## src/rtl/instr_loader.sv

```systemverilog
// Program loader: assembles MSB-first UART bytes into instruction words
// and writes them to consecutive instruction-memory addresses until HALT.
module instr_loader #(
  parameter int unsigned NB_DATA = 32,
  parameter int unsigned NB_BYTE = 8,
  parameter int unsigned NB_ADDR = 8,
  parameter int unsigned NB_OPCODE = 6,
  parameter logic [NB_OPCODE-1:0] HALT_OPCODE = 6'b111111
) (
  input  logic                 clock_i,
  input  logic                 reset_n_i,
  input  logic                 start_i,
  input  logic [NB_BYTE-1:0]   rx_data_i,
  input  logic                 rx_valid_i,
  output logic                 wr_en_o,
  output logic [NB_ADDR-1:0]   wr_addr_o,
  output logic [NB_DATA-1:0]   wr_data_o,
  output logic                 busy_o,
  output logic                 done_o,
  output logic                 error_o,
  output logic [NB_ADDR:0]     word_count_o
);

  localparam int unsigned NB_BYTES = NB_DATA / NB_BYTE;
  localparam int unsigned NB_CNT = (NB_BYTES > 1) ? $clog2(NB_BYTES) : 1;
  localparam int unsigned NB_SHIFT = NB_DATA - NB_BYTE;
  localparam logic [NB_CNT-1:0] CNT_LAST = NB_CNT'(NB_BYTES - 1);

  typedef enum logic [2:0] {
    IDLE,
    RECV,
    WRITE,
    DONE,
    ERROR
  } state_t;

  state_t              state;
  logic [NB_CNT-1:0]   byte_cnt;
  logic [NB_SHIFT-1:0] shift;
  logic [NB_ADDR-1:0]  next_addr;

  logic is_halt;
  logic is_last_addr;

  assign is_halt = wr_data_o[NB_DATA-1 -: NB_OPCODE] == HALT_OPCODE;
  assign is_last_addr = &wr_addr_o;

  always_ff @(posedge clock_i or negedge reset_n_i) begin
    if (!reset_n_i) begin
      state        <= IDLE;
      byte_cnt     <= '0;
      shift        <= '0;
      next_addr    <= '0;
      wr_en_o      <= 1'b0;
      wr_addr_o    <= '0;
      wr_data_o    <= '0;
      busy_o       <= 1'b0;
      done_o       <= 1'b0;
      error_o      <= 1'b0;
      word_count_o <= '0;
    end else begin
      wr_en_o <= 1'b0;
      unique case (state)
        IDLE, DONE, ERROR: begin
          if (start_i) begin
            state        <= RECV;
            byte_cnt     <= '0;
            next_addr    <= '0;
            word_count_o <= '0;
            done_o       <= 1'b0;
            error_o      <= 1'b0;
            busy_o       <= 1'b1;
          end
        end
        RECV: begin
          if (rx_valid_i) begin
            shift <= {shift[NB_SHIFT-NB_BYTE-1:0], rx_data_i};
            if (byte_cnt == CNT_LAST) begin
              byte_cnt  <= '0;
              wr_data_o <= {shift, rx_data_i};
              wr_addr_o <= next_addr;
              wr_en_o   <= 1'b1;
              state     <= WRITE;
            end else begin
              byte_cnt <= byte_cnt + 1'b1;
            end
          end
        end
        WRITE: begin
          word_count_o <= word_count_o + 1'b1;
          if (is_halt) begin
            state  <= DONE;
            done_o <= 1'b1;
            busy_o <= 1'b0;
          end else if (is_last_addr) begin
            state   <= ERROR;
            error_o <= 1'b1;
            busy_o  <= 1'b0;
          end else begin
            next_addr <= next_addr + 1'b1;
            state     <= RECV;
            // A strobe here becomes byte 0 of the next word
            if (rx_valid_i) begin
              shift    <= {shift[NB_SHIFT-NB_BYTE-1:0], rx_data_i};
              byte_cnt <= NB_CNT'(1);
            end
          end
        end
        default: state <= IDLE;
      endcase
    end
  end

endmodule

```

## config.mk

```make
export PLATFORM = sky130hd
export DESIGN_NAME = instr_loader
export DESIGN_NICKNAME = d
export VERILOG_FILES = /design/src/rtl/instr_loader.sv
export SDC_FILE = /design/constraint.sdc
export NUM_CORES = 1
export LEC_CHECK = 0
export ABC_AREA = 1
export CAP_MARGIN = 20
export CORE_MARGIN = 2
export CORE_UTILIZATION = 25
export CTS_CLUSTER_DIAMETER = 50
export DETAILED_ROUTE_END_ITERATION = 10
export MAX_ROUTING_LAYER = met4
export PLACE_DENSITY_LB_ADDON = 0.12
export SLEW_MARGIN = 20
export SYNTH_ARGS = -nofsm -noshare
export SYNTH_HDL_FRONTEND = slang
export SYNTH_SLANG_ARGS = --single-unit
```

## constraint.sdc

```tcl
create_clock -name clock_i -period 2.1 [get_ports clock_i]
set_input_delay 0.21 -clock clock_i [delete_from_list [all_inputs] [get_ports clock_i]]
set_output_delay 0.21 -clock clock_i [all_outputs]
set_load 0.01 [all_outputs]
```

==> impl_metrics.toml, run 1 <==
[sta]
worst_slew_pin_slew_ps = 554.1
tns_ps = 0
fin_worst_skew_ps = 8.874
finalHoldViolCount = 0
holdWs_ps = 282.0
maxSlewHeadroom_pct = 63.02
slew_viol_final = 0
rsz0062_at_grt = "false"
max_freq_mhz = 565.7
worst_slack_ps = 332.4
min_period_ps = 1768
timing.final.crit_share_pct = 84.17
report.final.setup_viol = 0

[layout]
antennaDiodeCount = 0
drive_gt1_share_pct = 8.484
final-instance-count-excl-fill = 770
fin_area_mm2 = 0.005223
nets = 564
syn2layout_area_growth_pct = 29.99

[clock_tree]
cts_tree = "done"
cts_sinks = 90
cts_root_buffer = "clkbuf_16"
clock_path_buffers = 2
cts_max_level = 3
clkTransAtPathRegs_ps = 60
insertion_delay_ps = 350
cts_buffers = 9

[pwr]
pwr-share-clk_pct = 28.3
internal_power_mw = 4.140
pwr_density_cell_mw_per_mm2 = 1205
p_leak_nw = 2.584
ir_drop_mv = 0.4533
pwr-share-seq_pct = 41.3
switching_share_pct = 34.19
combPwrFrac_pct = 30.5
p_switching_mw = 2.151

[detailed_routing]
drtIter0Drc = 148
vias = 3229
viasPerCell = 4.194
first_pass_iters = 5
drc = 0
wl_um = 10180
ant_nets = 0
wl_per_cell_um = 13.22

[critical_path]
critPathLaunchType = "flop"
crit_slowest_cell = "dfrtp_1"
required_ps = 2340
worst_ep_arrival_time_ps = 2010
crit_fanout = 24
cp-end-kind = "flop"
crit_chain = "inv_1 -> nand2_2 -> nor2_4 -> nand3_2 -> inv_2 -> nor2_4 -> nand2_4 -> nand2_1 -> nand2_1"
crit_type = "flop to flop"
critPathMaxStageDelay_ps = 420

[outcome]
status = "finished, final reports clean"

[synth]
ys_types = 26
synth_nets = 493
seq_area_frac_synth_pct = 56.06
avgSynthCellArea_um2 = 8.405
synth_cells = 478
mappedNetlistArea_mm2 = 0.004018
synth.ff_latch_count = 90
yosys_warnings = 0

[global_route]
overflow = 0
grt_pass1_vias = 3123
grt_max_degree = 60
grt_pass1_wl_um = 16600
grtUsageTotal_pct = 13.16
antenna_found_initial = 0

[floorplanning]
start_util_pct = 25.48
coreArea_mm2 = 0.01577
rows = 46
fp.dieH_um = 130.8
io_pins = 65
die_area_mm2 = 0.01710
chipWidth_um = 130.8

[placed_design]
dp_cells = 749
hpwl_um = 6902
gp_congestion = 0.7560
dpl-instance-area_mm2 = 0.004863
place.port_buffers = 64
place_ws_ps = 111.2

[run]
cap_violations = 0

[worst_hold_path]
holdCritPathClass = "primary input to async pin"
==> state kept, by name (all words and copies together) (netlist names) <==
name / flops
busy_o: 1
byte_cnt: 2
done_o: 1
error_o: 1
next_addr: 8
shift: 24
state: 3
word_count_o: 9
wr_addr_o: 8
wr_data_o: 32
wr_en_o: 1
==> routing by layer <==
layer	track usage (%)	vias up	wire [um]
met2	19.06	63	4498
met5	-	-	0
met3	2.932	15	414
met1	17.68	1511	5056
met4	5.820	0	207
li1	-	1640	-
==> cells by family after synthesis <==
kind of cell | after synthesis | synth area share [%]
buffers and inverters | 41 | 5.699
AND/OR/NAND/NOR | 318 | 33.35
AO/OA/AOI/OAI | 24 | 3.519
adder cells (fa/ha/maj) | 3 | 0.9344
flip-flops | 90 | 56.06
XOR/XNOR | 2 | 0.4361
==> final timing paths <==
kind | end | slack (ps) | cells after the start | start
max in group asynchronous | state[0] | 1200 | 3 | reset_n_i
hold reg to reg | shift[20] | 470 | 2 | shift[20]
hold / removal | wr_en_o | 280 | 2 | reset_n_i
min in group clock_i | wr_data_o[6] | 440 | 3 | rx_data_i[6]
setup / recovery | shift[22] | 330 | 9 | state[2]
setup reg to reg | shift[22] | 330 | 9 | state[2]
==> worst max-delay path: cells and delay by family (launching register included) <==
family | cells | cell delay, ps
buffers and inverters | 2 | 200
flip-flops | 1 | 420
AND/OR/NAND/NOR | 7 | 1030
==> through the flow <==
step           utilization, %  power [mW]
2_1_floorplan               -       3.669
3_3_place_gp            30.84       4.522
3_5_place_dp            30.84       4.546
4_1_cts                 32.93       6.364
5_1_grt                 33.12       6.768
6_report                33.12       6.291
==> synth_stat cells <==
| master | number | area share [%] |
|---|---|---|
| o21bai_1 | 1 | 0.19 |
| nor2_8 | 1 | 0.50 |
| nor3_1 | 2 | 0.25 |
| buf_4 | 7 | 1.3 |
| o21ai_2 | 5 | 1.1 |
| a21oi_1 | 2 | 0.25 |
| inv_1 | 21 | 2.0 |
| nand4_1 | 5 | 0.78 |
| buf_2 | 1 | 0.12 |
| nand3_1 | 40 | 5.0 |
| xor2_1 | 1 | 0.22 |
| nor2_4 | 3 | 0.84 |
| nand2_4 | 1 | 0.28 |
| inv_2 | 5 | 0.47 |
| inv_4 | 1 | 0.16 |
| nand3_2 | 1 | 0.25 |
| buf_6 | 6 | 1.7 |
| dfrtp_1 | 90 | 56 |
| ha_1 | 3 | 0.93 |
| xnor2_1 | 1 | 0.22 |
| nor3b_1 | 1 | 0.19 |
| o21ai_0 | 16 | 2.0 |
| nand2_2 | 5 | 0.78 |
| nor2_1 | 21 | 2.0 |
| nand2_1 | 237 | 22 |
| nor3_4 | 1 | 0.40 |
==> timing repair <==
action | CTS | global route
resized for setup | 0 | 0
endpoints found under the setup margin | 0 | 24
buffers inserted | 0 | 3
endpoints found under the hold margin | 17 | 0
hold buffers | 1 | 0
==> cells in the final DEF (no fill, tap or decap), drive strengths merged, types with 3 or more instances in the layout <==
| cell | count |
|---|---|
| nand2 | 243 |
| dfrtp | 90 |
| clkdlybuf4s50 | 63 |
| nand3 | 41 |
| inv | 28 |
| nor2 | 26 |
| o21ai | 21 |
| clkbuf | 12 |
| buf | 9 |
| nand4 | 5 |
| ha | 3 |
| nor3 | 3 |
==> power groups by stage <==
stage	logic, mW	clock network (mW)	registers (mW)
after floorplan	1.02	0	2.65
final	1.92	1.78	2.60
after detailed placement	1.92	0	2.63
after global routing	2.19	1.91	2.67
after global placement	1.89	0	2.63
after CTS	1.92	1.83	2.61
==> cell type report <==
cell class,instances,area [um^2]
fillers,1725,10550
flip-flops and latches,90,2252
inverters,27,103.9
repair buffers,73,733.2
clock inverters,4,73.82
multi-input cells,348,1543
well taps,216,270.3
clock buffers,12,246.5
Power figures use the tool's default switching activity.
==> run 2: changes to the inputs <==
Clock period 2.1 ns to 1.5 ns, I/O delays scaled along.
==> run 2 against run 1 <==
Flip-flop and latch count is the same. Clock power grew 29%. Global-route usage is essentially flat. Sequential share of layout area shrank 2.6 points. Count of clock-buffer cells in the layout shrank 1. Critical path depth shrank 8. Highest routed layer unchanged.
==> impl_metrics.toml, run 2 (synthesis results as in run 1) <==
[outcome]
status = "finished, final reports clean"

[critical_path]
reg2reg_slack_ps = 50
crit_family = "buffers and inverters"
cp_num_buf_inv = 1
critPathMaxStageDelay_ps = 560
required_ps = 1350
crit_type = "flop to primary output"
crit_slowest_cell = "clkdlybuf4s50_1"
crit_fanout = 3
critPathLaunchType = "flop"
cp-end-kind = "primary output"
crit_chain = "clkdlybuf4s50_1"
worst_ep_arrival_time_ps = 1310

[detailed_routing]
vias = 3347
wl_met3_um = 457
wl_um = 10210
drc = 0
wl_met2_um = 4600
wl_per_cell_um = 12.74
viasPerCell = 4.179
ant_nets = 0
drtIter0Drc = 166
first_pass_iters = 4
drt-met1-wl_um = 4943
top_layer = "met4"

[floorplanning]
chipWidth_um = 130.8
io_pins = 65
die_area_mm2 = 0.01710
coreArea_mm2 = 0.01577
fp.dieH_um = 130.8
rows = 46
start_util_pct = 25.48

[sta]
report.final.setup_viol = 0
min_period_ps = 1461
worst_slew_pin_slew_ps = 387.0
finalHoldViolCount = 0
holdWs_ps = 272.5
rsz0062_at_grt = "true"
maxSlewHeadroom_pct = 74.20
timing.final.crit_share_pct = 97.42
slew_viol_final = 0
fin_worst_skew_ps = 11.23
max_freq_mhz = 684.4

[pwr]
internal_power_mw = 5.860
combPwrFrac_pct = 34.4
p_leak_nw = 2.923
pwr-share-clk_pct = 25.5
pwr_density_cell_mw_per_mm2 = 1622
p_switching_mw = 3.161
switching_share_pct = 35.04
pwr-share-seq_pct = 40.1
ir_drop_mv = 0.7218

[clock_tree]
clkTransAtPathRegs_ps = 70
cts_root_buffer = "clkbuf_16"
cts_max_level = 3
cts_tree = "done"
cts_buffers = 9
insertion_delay_ps = 350
clock_path_buffers = 2
cts_sinks = 90

[global_route]
grt_pass1_wl_um = 16550
overflow = 0
antenna_found_initial = 0
grt_pass1_vias = 3285
grt_max_degree = 46
grtUsageTotal_pct = 13.17

[layout]
fillers = 1653
syn2layout_area_growth_pct = 38.46
drive_gt1_share_pct = 15.73
utilization_pct = 35.27
layout_common_cells = "234 x nand2_1, 87 x dfrtp_1, 45 x clkdlybuf4s50_1, 39 x nand3_1, 33 x buf_4"
reg_top3 = "wr_data_o x32, shift x24, word_count_o x9"
antennaDiodeCount = 0
regMostFlops = "wr_data_o"
largest_register_ffs = 32
nets = 595
final_common_cell = "nand2_1"

[placed_design]
hpwl_um = 7066
gp_congestion = 0.7902
place.port_buffers = 64

[run]
cap_violations = 0

[worst_hold_path]
holdCritPathClass = "primary input to async pin"
run 2: final cells by class:
type / instances / area, um^2 / share of cell area, %
Tap cell: 216 / 270.3 / 4.858
Sequential cell: 90 / 2256 / 40.55
Clock buffer: 11 / 232.7 / 4.184
Timing Repair Buffer: 105 / 1017 / 18.29
Multi-Input combinational cell: 347 / 1610 / 28.95
Inverter: 27 / 113.9 / 2.047
Clock inverter: 5 / 62.56 / 1.125
run 2: metrics by stage:
stage               area, um^2  cells  setup WS, ps  power, mW  setup TNS, ps
floorplan                 4018    478         147.4      5.137              0
global placement          5114    779        -58.10      6.616         -549.6
detailed placement        5114    779        -71.45      6.646         -681.9
CTS                       5410    796        0.3655      8.997              0
global route              5563    801        -40.48      9.658         -450.4
finish                    5563    801         38.76      9.021              0
run 2: path summary, 6_finish.rpt:
kind,from,end,cells after the start
setup / recovery,wr_data_o[30],wr_data_o[30],1
hold / removal,reset_n_i,wr_en_o,2
setup reg to reg,state[2],wr_addr_o[7],7
hold reg to reg,done_o,done_o,2
max in group asynchronous,reset_n_i,word_count_o[4],3
min in group clock_i,rx_data_i[3],wr_data_o[3],3
run 2: power by group through the flow:
stage	Sequential (mW)	Combinational (mW)	Clock, mW
6_report	3.62	3.10	2.30
5_1_grt	3.72	3.46	2.48
4_1_cts	3.63	2.98	2.39
3_5_place_dp	3.66	2.99	0
3_3_place_gp	3.65	2.97	0
2_1_floorplan	3.71	1.43	0
run 2: repair_timing:
item                       CTS  global route
buffers inserted             0             5
setup endpoints to repair   26            57
pin swaps                    0             9
hold endpoints to repair    24             0
gates resized for setup     14            35
hold buffers                 1             0
run 2: metal layers:
layer | up-vias | GRT usage [%]
met1 | 1566 | 16.85
li1 | 1706 | -
met2 | 62 | 19.64
met5 | - | -
met3 | 13 | 3.339
met4 | 0 | 6.133
